**src/rtl/imm_gen_pkg.sv**
```systemverilog
// Shared definitions for the registered immediate generator (imm_gen_pipe).
// Entry fields are sized for the widest XLEN/TAG_W (64); instances use the low bits.
package imm_gen_pkg;

  localparam logic [2:0] IMM_U     = 3'b000;
  localparam logic [2:0] IMM_J     = 3'b001;
  localparam logic [2:0] IMM_I     = 3'b010;
  localparam logic [2:0] IMM_B     = 3'b011;
  localparam logic [2:0] IMM_S     = 3'b100;
  localparam logic [2:0] IMM_SHAMT = 3'b101;
  localparam logic [2:0] IMM_ZIMM  = 3'b110;
  localparam logic [2:0] IMM_NONE  = 3'b111;

  localparam int unsigned U_EXT     = 3;
  localparam int unsigned IMM_W_MAX = 64;
  localparam int unsigned TAG_W_MAX = 64;

  typedef struct packed {
    logic [IMM_W_MAX-1:0] imm;
    logic [TAG_W_MAX-1:0] tag;
    logic                 illegal;
  } imm_entry_t;

endpackage

```
**src/rtl/imm_decode.sv**
```systemverilog
// Combinational RISC-V immediate decode (INST, IMM_SEL) -> (imm, illegal).
// IMM_GEN_ZIMM_EN enables the CSR zimm format on code 110; otherwise it is illegal.
module imm_decode
  import imm_gen_pkg::*;
#(
  parameter int unsigned XLEN = 32
) (
  input  logic [31:0]     inst,
  input  logic [3:0]      imm_sel,
  output logic [XLEN-1:0] imm,
  output logic            illegal
);

  logic [31:0] raw;
  logic        sext;
  logic        zext;
  logic        unused_opcode;

  assign zext          = imm_sel[U_EXT];
  assign unused_opcode = ^inst[6:0];

  // raw is the immediate at 32 bits; sext decides how it widens to XLEN
  always_comb begin
    raw     = '0;
    sext    = 1'b0;
    illegal = 1'b0;
    case (imm_sel[2:0])
      IMM_U: begin
        raw  = {inst[31:12], 12'b0};
        sext = !zext;
      end
      IMM_J: begin
        raw  = {{12{inst[31]}}, inst[19:12], inst[20], inst[30:21], 1'b0};
        sext = 1'b1;
      end
      IMM_I: begin
        raw  = zext ? {20'b0, inst[31:20]} : {{20{inst[31]}}, inst[31:20]};
        sext = !zext;
      end
      IMM_B: begin
        raw  = {{20{inst[31]}}, inst[7], inst[30:25], inst[11:8], 1'b0};
        sext = 1'b1;
      end
      IMM_S: begin
        raw  = zext ? {20'b0, inst[31:25], inst[11:7]}
                    : {{20{inst[31]}}, inst[31:25], inst[11:7]};
        sext = !zext;
      end
      IMM_SHAMT: begin
        raw = (XLEN == 64) ? {26'b0, inst[25:20]} : {27'b0, inst[24:20]};
      end
      IMM_ZIMM: begin
`ifdef IMM_GEN_ZIMM_EN
        raw = {27'b0, inst[19:15]};
`else
        illegal = 1'b1;
`endif
      end
      IMM_NONE: begin
        raw = '0;
      end
    endcase
    imm = sext ? XLEN'(signed'(raw)) : XLEN'(raw);
  end

endmodule

```
**src/rtl/imm_gen_pipe.sv**
```systemverilog
// Registered immediate generator: decode at acceptance, deliver through a 2-entry
// skid buffer (M main, K skid). IMM_GEN_ZIMM_EN selects the zimm build. TAG_W <= 64.
module imm_gen_pipe
  import imm_gen_pkg::*;
#(
  parameter int unsigned XLEN  = 32,
  parameter int unsigned TAG_W = 32
) (
  input  logic             CLK,
  input  logic             RESET_N,
  input  logic             FLUSH,
  input  logic             IN_VALID,
  output logic             IN_READY,
  input  logic [31:0]      INST,
  input  logic [3:0]       IMM_SEL,
  input  logic [TAG_W-1:0] IN_TAG,
  output logic             OUT_VALID,
  input  logic             OUT_READY,
  output logic [XLEN-1:0]  OUT_IMM,
  output logic [TAG_W-1:0] OUT_TAG,
  output logic             OUT_ILLEGAL
);

  logic [XLEN-1:0] dec_imm;
  logic            dec_illegal;
  imm_entry_t      in_entry;
  imm_entry_t      m_q;
  imm_entry_t      k_q;
  logic            m_valid;
  logic            k_valid;
  logic            in_ready_q;
  logic            accept;
  logic            m_free;
  logic            unused_entry_bits;

  imm_decode #(.XLEN(XLEN)) u_decode (
    .inst    (INST),
    .imm_sel (IMM_SEL),
    .imm     (dec_imm),
    .illegal (dec_illegal)
  );

  always_comb begin
    in_entry         = '0;
    in_entry.imm     = IMM_W_MAX'(dec_imm);
    in_entry.tag     = TAG_W_MAX'(IN_TAG);
    in_entry.illegal = dec_illegal;
  end

  assign accept = IN_VALID && in_ready_q;
  assign m_free = !m_valid || OUT_READY;

  // K is only ever occupied while M holds an entry, and IN_READY tracks !K.valid,
  // so an accept never coincides with a K->M move.
  always_ff @(posedge CLK or negedge RESET_N) begin
    if (!RESET_N) begin
      m_q        <= '0;
      k_q        <= '0;
      m_valid    <= 1'b0;
      k_valid    <= 1'b0;
      in_ready_q <= 1'b1;
    end else if (FLUSH) begin
      m_valid    <= 1'b0;
      k_valid    <= 1'b0;
      in_ready_q <= 1'b1;
    end else if (m_free) begin
      if (k_valid) begin
        m_q        <= k_q;
        m_valid    <= 1'b1;
        k_valid    <= 1'b0;
        in_ready_q <= 1'b1;
      end else if (accept) begin
        m_q     <= in_entry;
        m_valid <= 1'b1;
      end else begin
        m_valid <= 1'b0;
      end
    end else if (accept) begin
      k_q        <= in_entry;
      k_valid    <= 1'b1;
      in_ready_q <= 1'b0;
    end
  end

  assign IN_READY          = in_ready_q;
  assign OUT_VALID         = m_valid;
  assign OUT_IMM           = m_q.imm[XLEN-1:0];
  assign OUT_TAG           = m_q.tag[TAG_W-1:0];
  assign OUT_ILLEGAL       = m_q.illegal;
  assign unused_entry_bits = ^{m_q.imm, m_q.tag};

endmodule

```
**config.mk**
```make
export PLATFORM = sky130hd
export DESIGN_NAME = imm_gen_pipe
export DESIGN_NICKNAME = d
export VERILOG_FILES = /design/src/rtl/imm_gen_pkg.sv /design/src/rtl/imm_decode.sv /design/src/rtl/imm_gen_pipe.sv
export SDC_FILE = /design/constraint.sdc
export NUM_CORES = 1
export LEC_CHECK = 0
export ABC_CLOCK_PERIOD_IN_PS = 3600
export BUFFER_PORTS_ARGS = -buffer_cell sky130_fd_sc_hd__buf_2
export CAP_MARGIN = 10
export CORE_MARGIN = 2
export CORE_UTILIZATION = 35
export DETAILED_ROUTE_END_ITERATION = 12
export GPL_TIMING_DRIVEN = 0
export HOLD_SLACK_MARGIN = 0.12
export SLEW_MARGIN = 0
export SYNTH_ARGS = -nofsm -noshare
export SYNTH_HDL_FRONTEND = slang
export SYNTH_SLANG_ARGS = --single-unit
```
**constraint.sdc**
```tcl
create_clock -name CLK -period 3.6 [get_ports CLK]
set_input_delay 0.18 -clock CLK [delete_from_list [all_inputs] [get_ports CLK]]
set_output_delay 0.18 -clock CLK [all_outputs]
set_load 0.005 [all_outputs]
```
==> reports/results.tsv, run 1 <==
metric	value	unit
power_switching_share	26.98	%
die-area	18480	um2
clock_skew	0.01133	ns
place_congestion	0.8159	
grtUsageMet3	4.735	%
final_cells	1087	
crit_top_cell	buf_2	
power.share.combinational	15.9	%
tritoncts	done	
syn_area	6092	um2
grt_pass1_wl	26930	um
reg2reg_slack	1.47	ns
coreArea	17180	um2
fin_crit_sh	59.19	%
path_clk_slew	0.06	ns
grt_max_degree	96	
status	complete, no violations	
yosys.cell_types.count	37	
rsz0062_at_grt	no	
grt_use_met2	30.19	%
tightest_slew	0.7646	ns
port_buffers	131	
wire_per_inst	15.61	um
rows	48	
p_leak	3.923	nW
post-route-util	47.30	%
synth_cells	653	
final_nets	922	
htreeDepth	4	
max-vdd-ir-drop	0.4207	mV
synth-seq-cells	133	
clockBufferDepth	2	
cpLargestDelayFamily	buffers and inverters	
die_h	135.9	um
drc	0	
placed_area	7063	um2
p_int	3.240	mW
top_usage_layer	met2	
maxSlewViolCount	0	
start_util	35.47	%
cp-end-kind	flop	
min_path_type	input pin to asynchronous set/reset pin	
grt_remaining_overflow	0	
powerDensity	546.2	nW/um2
finalPower	4.437	mW
avgSynthCellArea	9.329	um2
area_delta_synth_final	33.35	%
die_w	135.9	um
worst-r2r-cell-count	6	
cts_made_buffers	17	
critPathMaxFanout	10	
syn-num-nets	726	
crit_type	flop to flop	
whs	0.2247	ns
worstPathRequired	3.96	ns
r2r_end	k_valid	
clockPowerShare	40.6	%
p_sw	1.197	mW
antenna_found_initial	0	
hpwl	11890	um
post-place-ws	1.843	ns
drtPass1Iterations	4	
root_buffer	clkbuf_16	
cp_data_arrival_time	2.49	ns
drtIter0Drc	258	
grt_usage	18.94	%
setup_ws	1.469	ns
drive_above_1_share	24.48	%
setup_tns	0	ns
slew_headroom	49.03	%
vias_per_cell	4.820	
clock_sinks	133	
yosysWarnings	0	
finalCriticalPeriod	2.131	ns
crit_path_start_kind	flop	
worstPathCellList	buf_2, buf_2, clkbuf_1, a21oi_1, nor3_1, dlygate4sd3_1	
grt_pass1_vias	5205	
stdcell_area	8124	um2
drtAntennaViolNets	0	
vias	5239	
hold_violations	0	
io_pins	140	
ctsResizeCount	0	
worst-path-buf-inv	4	
fmaxAchievable	469.3	MHz
worstSkewPairLatency	0.42	ns
dp_cells	1010	
yosysSeqAreaShare	54.65	%
p_seq_share	43.6	%
setup_viol	0	
critPathSlowestCell	dlygate4sd3_1	
reg2reg_from	k_valid	
grtUsageMet1	25.94	%
wirelength	16970	um
cap_violations	0	
critPathMaxStageDelay	0.56	ns
antenna_cells	0	
## cells in the final DEF (no fill, tap or decap), drive strengths merged, types with 3 or more instances in the layout
cell type	count
a21oi	21
a221o	4
a22oi	4
and3	5
buf	171
bufinv	3
clkbuf	33
clkinv	5
dfrtp	132
dlygate4sd3	45
inv	12
mux2	4
mux2i	38
nand2	197
nand2b	14
nand3	27
nor2	15
nor2b	4
nor3	3
o211ai	26
o21a	7
o21ai	65
o22ai	14
## logic make-up after synthesis
group | synth area share (%)
AND/OR/NAND/NOR | 18.65
AO/OA/AOI/OAI | 14.64
flip-flops | 54.65
buffers and inverters | 5.073
multiplexers | 6.983
## synth_stat cells, drive strengths merged
library cell,instances,area (um2)
and3,5,36.28
o211ai,26,195.2
o31a,1,8.760
a21o,1,7.510
nor2b,4,25.02
dfrtp,132,3303
o31ai,1,12.51
a21oi,21,105.1
o21a,7,52.55
buf,39,221.5
o211a,1,10.01
or3,2,12.51
nand2,197,739.5
a221o,4,40.04
dfstp,1,26.28
o32ai,2,17.52
clkbuf,12,46.29
or2,1,6.260
nor2,15,63.81
nand3b,1,7.510
inv,11,41.29
a22oi,4,30.03
mux2i,38,380.4
nand2b,14,95.09
mux2,4,45.04
nand3,27,135.1
o22ai,14,87.58
nor3,3,15.01
o21ai,65,325.3
## layer usage
layer,up-vias,routed length [um]
li1,2612,-
met1,2472,8235
met2,145,7711
met3,10,954
met4,0,68
met5,-,0
## how the worst max path moves through the flow
stage / startpoint / to / slack [ns] / cells after the start
CTS: k_valid / OUT_VALID / 1.45 / 6
detailed placement: IN_READY / OUT_IMM[3] / 1.84 / 5
global route: k_valid / k_valid / 1.30 / 6
finish: k_valid / k_valid / 1.47 / 6
global placement: RESET_N / OUT_IMM[18] / 0.44 / 1
floorplan: IN_READY / OUT_IMM[3] / 2.04 / 5
## sequential cells by signal (all words and copies together) (netlist names)
| signal | count |
|---|---|
| OUT_ILLEGAL | 1 |
| OUT_TAG | 32 |
| k_valid | 1 |
| OUT_VALID | 1 |
| k_q | 65 |
| OUT_IMM | 32 |
| IN_READY | 1 |
## power groups by stage
stage                     logic [mW]  clock network, mW  registers [mW]
after floorplan                0.348                  0            1.94
after global placement         0.658                  0            1.95
after detailed placement       0.674                  0            1.96
after CTS                      0.716               1.83            1.93
after global routing           0.803               1.90            1.97
final                          0.704               1.80            1.93
## layout make-up
class | instances | area, um2
clock inverter | 11 | 150.1
timing repair buffer | 177 | 1140
tap | 225 | 281.5
multi-input combinational | 458 | 2454
inverter | 11 | 41.29
buffer | 51 | 267.8
fill | 1671 | 9052
sequential | 133 | 3329
clock buffer | 21 | 460.4
## repair_timing
action | 4_1_cts | 5_1_grt
setup buffers | 0 | 0
hold buffers | 45 | 0
endpoints found under the hold margin | 115 | 0
Power figures use the tool's default switching activity.
==> run 2: changes to the inputs <==
--- a/config.mk
+++ b/config.mk
@@ -5,7 +5,7 @@
 export SDC_FILE = /design/constraint.sdc
 export NUM_CORES = 1
 export LEC_CHECK = 0
-export ABC_CLOCK_PERIOD_IN_PS = 3600
+export ABC_CLOCK_PERIOD_IN_PS = 2000
 export BUFFER_PORTS_ARGS = -buffer_cell sky130_fd_sc_hd__buf_2
 export CAP_MARGIN = 10
 export CORE_MARGIN = 2
==> constraint.sdc (replaced) <==
create_clock -name CLK -period 2 [get_ports CLK]
set_input_delay 0.1 -clock CLK [delete_from_list [all_inputs] [get_ports CLK]]
set_output_delay 0.1 -clock CLK [all_outputs]
set_load 0.005 [all_outputs]
==> run 2 against run 1 <==
Against the previous run: global-route usage hardly changed; wire length shrank 0.27%; critical path depth is 1 lower; sequential power is 80% higher; combinational power grew 79%; first-iteration DRC count down 5.4%; count of clock-buffer cells in the layout unchanged; utilization fell by 0.12 points; register-to-register slack worse by 1.2 ns.
==> reports/results.tsv, run 2 (synthesized netlist as in run 1, its figures left out) <==
metric	value	unit
worstPathRequired	2.30	ns
post_cts_buffers	0	
finalCriticalPeriod	1.745	ns
fin_crit_sh	87.26	%
slew_headroom	48.57	%
powerDensity	984.8	nW/um2
grt_usage	18.93	%
nFillCells	1674	
largest_register_ffs	65	
grt_remaining_overflow	0	
status	complete, no violations	
dp_cells	1010	
wire_per_inst	15.60	um
cts_hold_buf	43	
port_buffers	131	
drc	0	
critPathMaxFanout	10	
rows	48	
worstSkewPairLatency	0.42	ns
fmaxAchievable	573.0	MHz
drtAntennaViolNets	0	
placed_area	7063	um2
tritoncts	done	
stdcell_area	8104	um2
p_leak	3.911	nW
io_pins	140	
path_clk_slew	0.06	ns
htreeDepth	4	
layout_commonest_cell	nand2_1	
drtIter0Drc	244	
clock_skew	0.008288	ns
hpwl	11890	um
final_nets	920	
top_register	k_q	
antenna_found_initial	0	
vias	5244	
drive_above_1_share	24.53	%
grt_pass1_vias	5202	
tightest_slew	0.7714	ns
crit_type	flop to flop	
die_w	135.9	um
clockBufferDepth	2	
post-route-util	47.18	%
wirelength	16920	um
min_path_type	input pin to asynchronous set/reset pin	
root_buffer	clkbuf_16	
cp_data_arrival_time	2.05	ns
grt_max_degree	96	
max-vdd-ir-drop	0.7598	mV
cp-end-kind	flop	
cts_made_buffers	17	
ctsResizeCount	0	
antenna_cells	0	
die-area	18480	um2
area_delta_synth_final	33.03	%
grt_pass1_wl	26900	um
place_congestion	0.8159	
final_cells	1085	
maxSlewViolCount	0	
final_cell_mix	nand2_1, buf_2, dfrtp_1	
hold_violations	0	
setup_viol	0	
multi_input_area	2454	um2
vias_per_cell	4.833	
crit_path_start_kind	flop	
rsz0062_at_grt	no	
register_area	3329	um2
clock_sinks	133	
start_util	35.47	%
cap_violations	0	
die_h	135.9	um
coreArea	17180	um2
drtPass1Iterations	5	
==> run 2: cell count changes in the layout (fill, tap and decap cells not counted) <==
cell           previous run  this run
dlygate4sd3_1            45        43
==> run 2: layout make-up <==
type	count	share of cell area, %
Clock inverter	11	1.853
Buffer	51	3.304
Multi-Input combinational cell	458	30.28
Inverter	11	0.5095
Tap cell	225	3.474
Sequential cell	133	41.08
Timing Repair Buffer	175	13.82
Clock buffer	21	5.682
==> run 2: layer usage <==
layer	vias to the layer above	global-route usage [%]	wire length (um)
met4	0	4.688	134
li1	2610	-	-
met3	14	4.735	922
met5	-	0	0
met1	2465	25.90	8190
met2	155	30.19	7675
==> run 2: final timing paths <==
path / end / slack [ns] / from / cells after the start
max: OUT_IMM[4] / 0.25 / IN_READY / 5
min: OUT_TAG[23] / 0.15 / RESET_N / 2
max reg2reg: OUT_IMM[4] / 0.25 / IN_READY / 5
min reg2reg: OUT_TAG[19] / 0.47 / OUT_TAG[19] / 2
max in group asynchronous: k_q[0] / 1.06 / RESET_N / 3
min in group CLK: k_q[0] / 0.17 / IMM_SEL[0] / 3
==> run 2: metrics by stage <==
stage	hold WS (ns)	total power [mW]	worst slack (ns)	TNS [ns]
2_1_floorplan	-0.1956	4.124	0.4448	0
4_1_cts	0.1399	8.053	0.2274	0
3_3_place_gp	0.3082	4.689	-1.081	-141.51
6_report	0.1450	7.981	0.2548	0
3_5_place_dp	0.03232	4.737	0.2431	0
5_1_grt	0.1574	8.411	0.1270	0
==> run 2: power by group <==
group / internal, mW / total [mW] / switching [mW]
sequential: 3.21 / 3.48 / 0.272
clock: 2.03 / 3.24 / 1.20
combinational: 0.589 / 1.26 / 0.675
total: 5.83 / 7.98 / 2.15
==> run 2: critical path: stages (launching register included) <==
cell and delay [ns]:
dfstp_2 0.57, a21o_1 0.14, nand3_1 0.12, buf_2 0.21, buf_2 0.21, a221o_1 0.37
==> run 3: changes to the inputs <==
--- a/config.mk
+++ b/config.mk
@@ -8,7 +8,7 @@
 export ABC_CLOCK_PERIOD_IN_PS = 2000
 export BUFFER_PORTS_ARGS = -buffer_cell sky130_fd_sc_hd__buf_2
 export CAP_MARGIN = 10
-export CORE_MARGIN = 2
+export CORE_ASPECT_RATIO = 0.6
 export CORE_UTILIZATION = 35
 export DETAILED_ROUTE_END_ITERATION = 12
 export GPL_TIMING_DRIVEN = 0
==> run 3 against run 2 <==
Against the previous run: clock power is 7.4% lower; final area shrank 0.48%; worst setup slack got worse by 0.023 ns; combinational power barely moved; count of clock-buffer cells in the layout fell by 2; die area shrank 2.8%; clock skew is 0.0044 ns higher; non-clock buffer count is the same; global-route usage rose by 1.1 points; via count rose by 0.80%; worst hold slack better by 0.011 ns; largest power group unchanged.
==> reports/results.tsv, run 3 (synthesized netlist as in run 1, its figures left out) <==
metric	value	unit
status	complete, no violations	
root_buffer	clkbuf_16	
wire_per_inst	15.98	um
setup_viol	0	
post-route-util	48.52	%
cp-startpoint	IN_READY	
grt_max_degree	75	
vias_per_cell	4.858	
min_path_type	input pin to flop	
worst-path-buf-inv	2	
worstPathCellList	a21o_1, nand3_1, buf_2, buf_2, a221o_1	
clock_sinks	133	
tritoncts	done	
fin_crit_sh	88.39	%
hold_path.startpoint	IMM_SEL[0]	
p_leak	3.880	nW
drtAntennaViolNets	0	
finalPower	7.749	mW
path_clk_slew	0.06	ns
post_cts_buffers	0	
crit_path_start_kind	flop	
ctsResizeCount	0	
final_cell_mix	nand2_1, buf_2, dfrtp_1	
cp_data_arrival_time	2.05	ns
drtIter0Drc	315	
rsz0062_at_grt	no	
grt_pass1_vias	4999	
die_w	172.3	um
final_cells	1088	
critPathMaxStageDelay	0.57	ns
top_register	k_q	
area_delta_synth_final	32.39	%
powerDensity	960.7	nW/um2
stdcell_area	8065	um2
antenna_cells	0	
die-area	17960	um2
cpLargestDelayFamily	flip-flops	
io_pins	140	
worstPathRequired	2.28	ns
drive_above_1_share	24.65	%
cts_hold_buf	43	
port_buffers	131	
maxSlewViolCount	0	
multi_input_area	2454	um2
reg2reg_from	IN_READY	
place_congestion	0.8562	
wirelength	17380	um
fmaxAchievable	565.6	MHz
grt_remaining_overflow	0	
finalCriticalPeriod	1.768	ns
critPathMaxFanout	10	
vias	5286	
clock_skew	0.01264	ns
cap_violations	0	
setup_tns	0	ns
slew_headroom	53.22	%
die_h	104.2	um
rows	36	
hold_violations	0	
tightest_slew	0.7017	ns
drc	0	
grt_pass1_wl	27360	um
layout_commonest_cell	nand2_1	
register_area	3329	um2
hpwl	12340	um
grt_usage	20.01	%
largest_register_ffs	65	
coreArea	16620	um2
drtPass1Iterations	5	
crit_top_cell	buf_2	
crit_type	flop to flop	
htreeDepth	4	
worstSkewPairLatency	0.41	ns
cts_made_buffers	17	
placed_area	7067	um2
cp-end-kind	flop	
start_util	36.65	%
critPathSlowestCell	dfstp_2	
nFillCells	1615	
final_nets	920	
antenna_found_initial	0	
max-vdd-ir-drop	0.5525	mV
clockBufferDepth	2	
dp_cells	1013	
[run 3: cell count changes in the layout (fill, tap and decap cells not counted), sizes merged]
cell	previous run	this run
clkbuf	33	31
bufinv	3	1
inv	12	15
clkinvlp	2	5
clkinv	5	3
[run 3: power by group]
group          switching [mW]  leakage [nW]  internal [mW]  total (mW)
clock network            1.24         0.263           1.76        3.00
logic                   0.677          1.91          0.589        1.27
registers               0.273          1.70           3.21        3.48
[run 3: area by class of cell]
cell class / instances / share of cell area [%]
buffer: 51 / 3.320
clock buffer: 19 / 5.492
clock inverter: 13 / 1.551
inverter: 11 / 0.5119
multi-input combinational: 458 / 30.42
sequential: 133 / 41.28
tap: 228 / 3.537
timing repair buffer: 175 / 13.88
[run 3: metal layers]
metal / track usage, % / wire (um) / up-vias
li1: - / - / 2618
met1: 31.61 / 9515 / 2501
met2: 26.30 / 6743 / 150
met3: 4.909 / 929 / 17
met4: 5.626 / 193 / 0
met5: 0 / 0 / -
[run 3: final timing paths]
kind                               end  slack [ns]  cells past startpoint
min reg2reg                    k_q[20]        0.47                      2
max                         OUT_IMM[4]        0.23                      5
min                             k_q[0]        0.16                      3
max reg2reg                 OUT_IMM[4]        0.23                      5
max in group asynchronous  OUT_IMM[18]        0.95                      3
min in group asynchronous  OUT_IMM[29]        0.27                      2
[run 3: per-stage QoR]
| stage | hold WS, ns | worst slack, ns |
|---|---|---|
| after CTS | 0.1358 | 0.2093 |
| final | 0.1559 | 0.2321 |
| after floorplan | -0.1956 | 0.4448 |
| after global routing | 0.1669 | 0.1071 |
| after global placement | 0.3091 | -1.102 |
| after detailed placement | 0.1718 | 0.2490 |
[run 3: worst min-delay path, cell delays in order]
cell and delay, ns:
buf_4 0.15, nand2b_1 0.19, o31ai_2 0.07
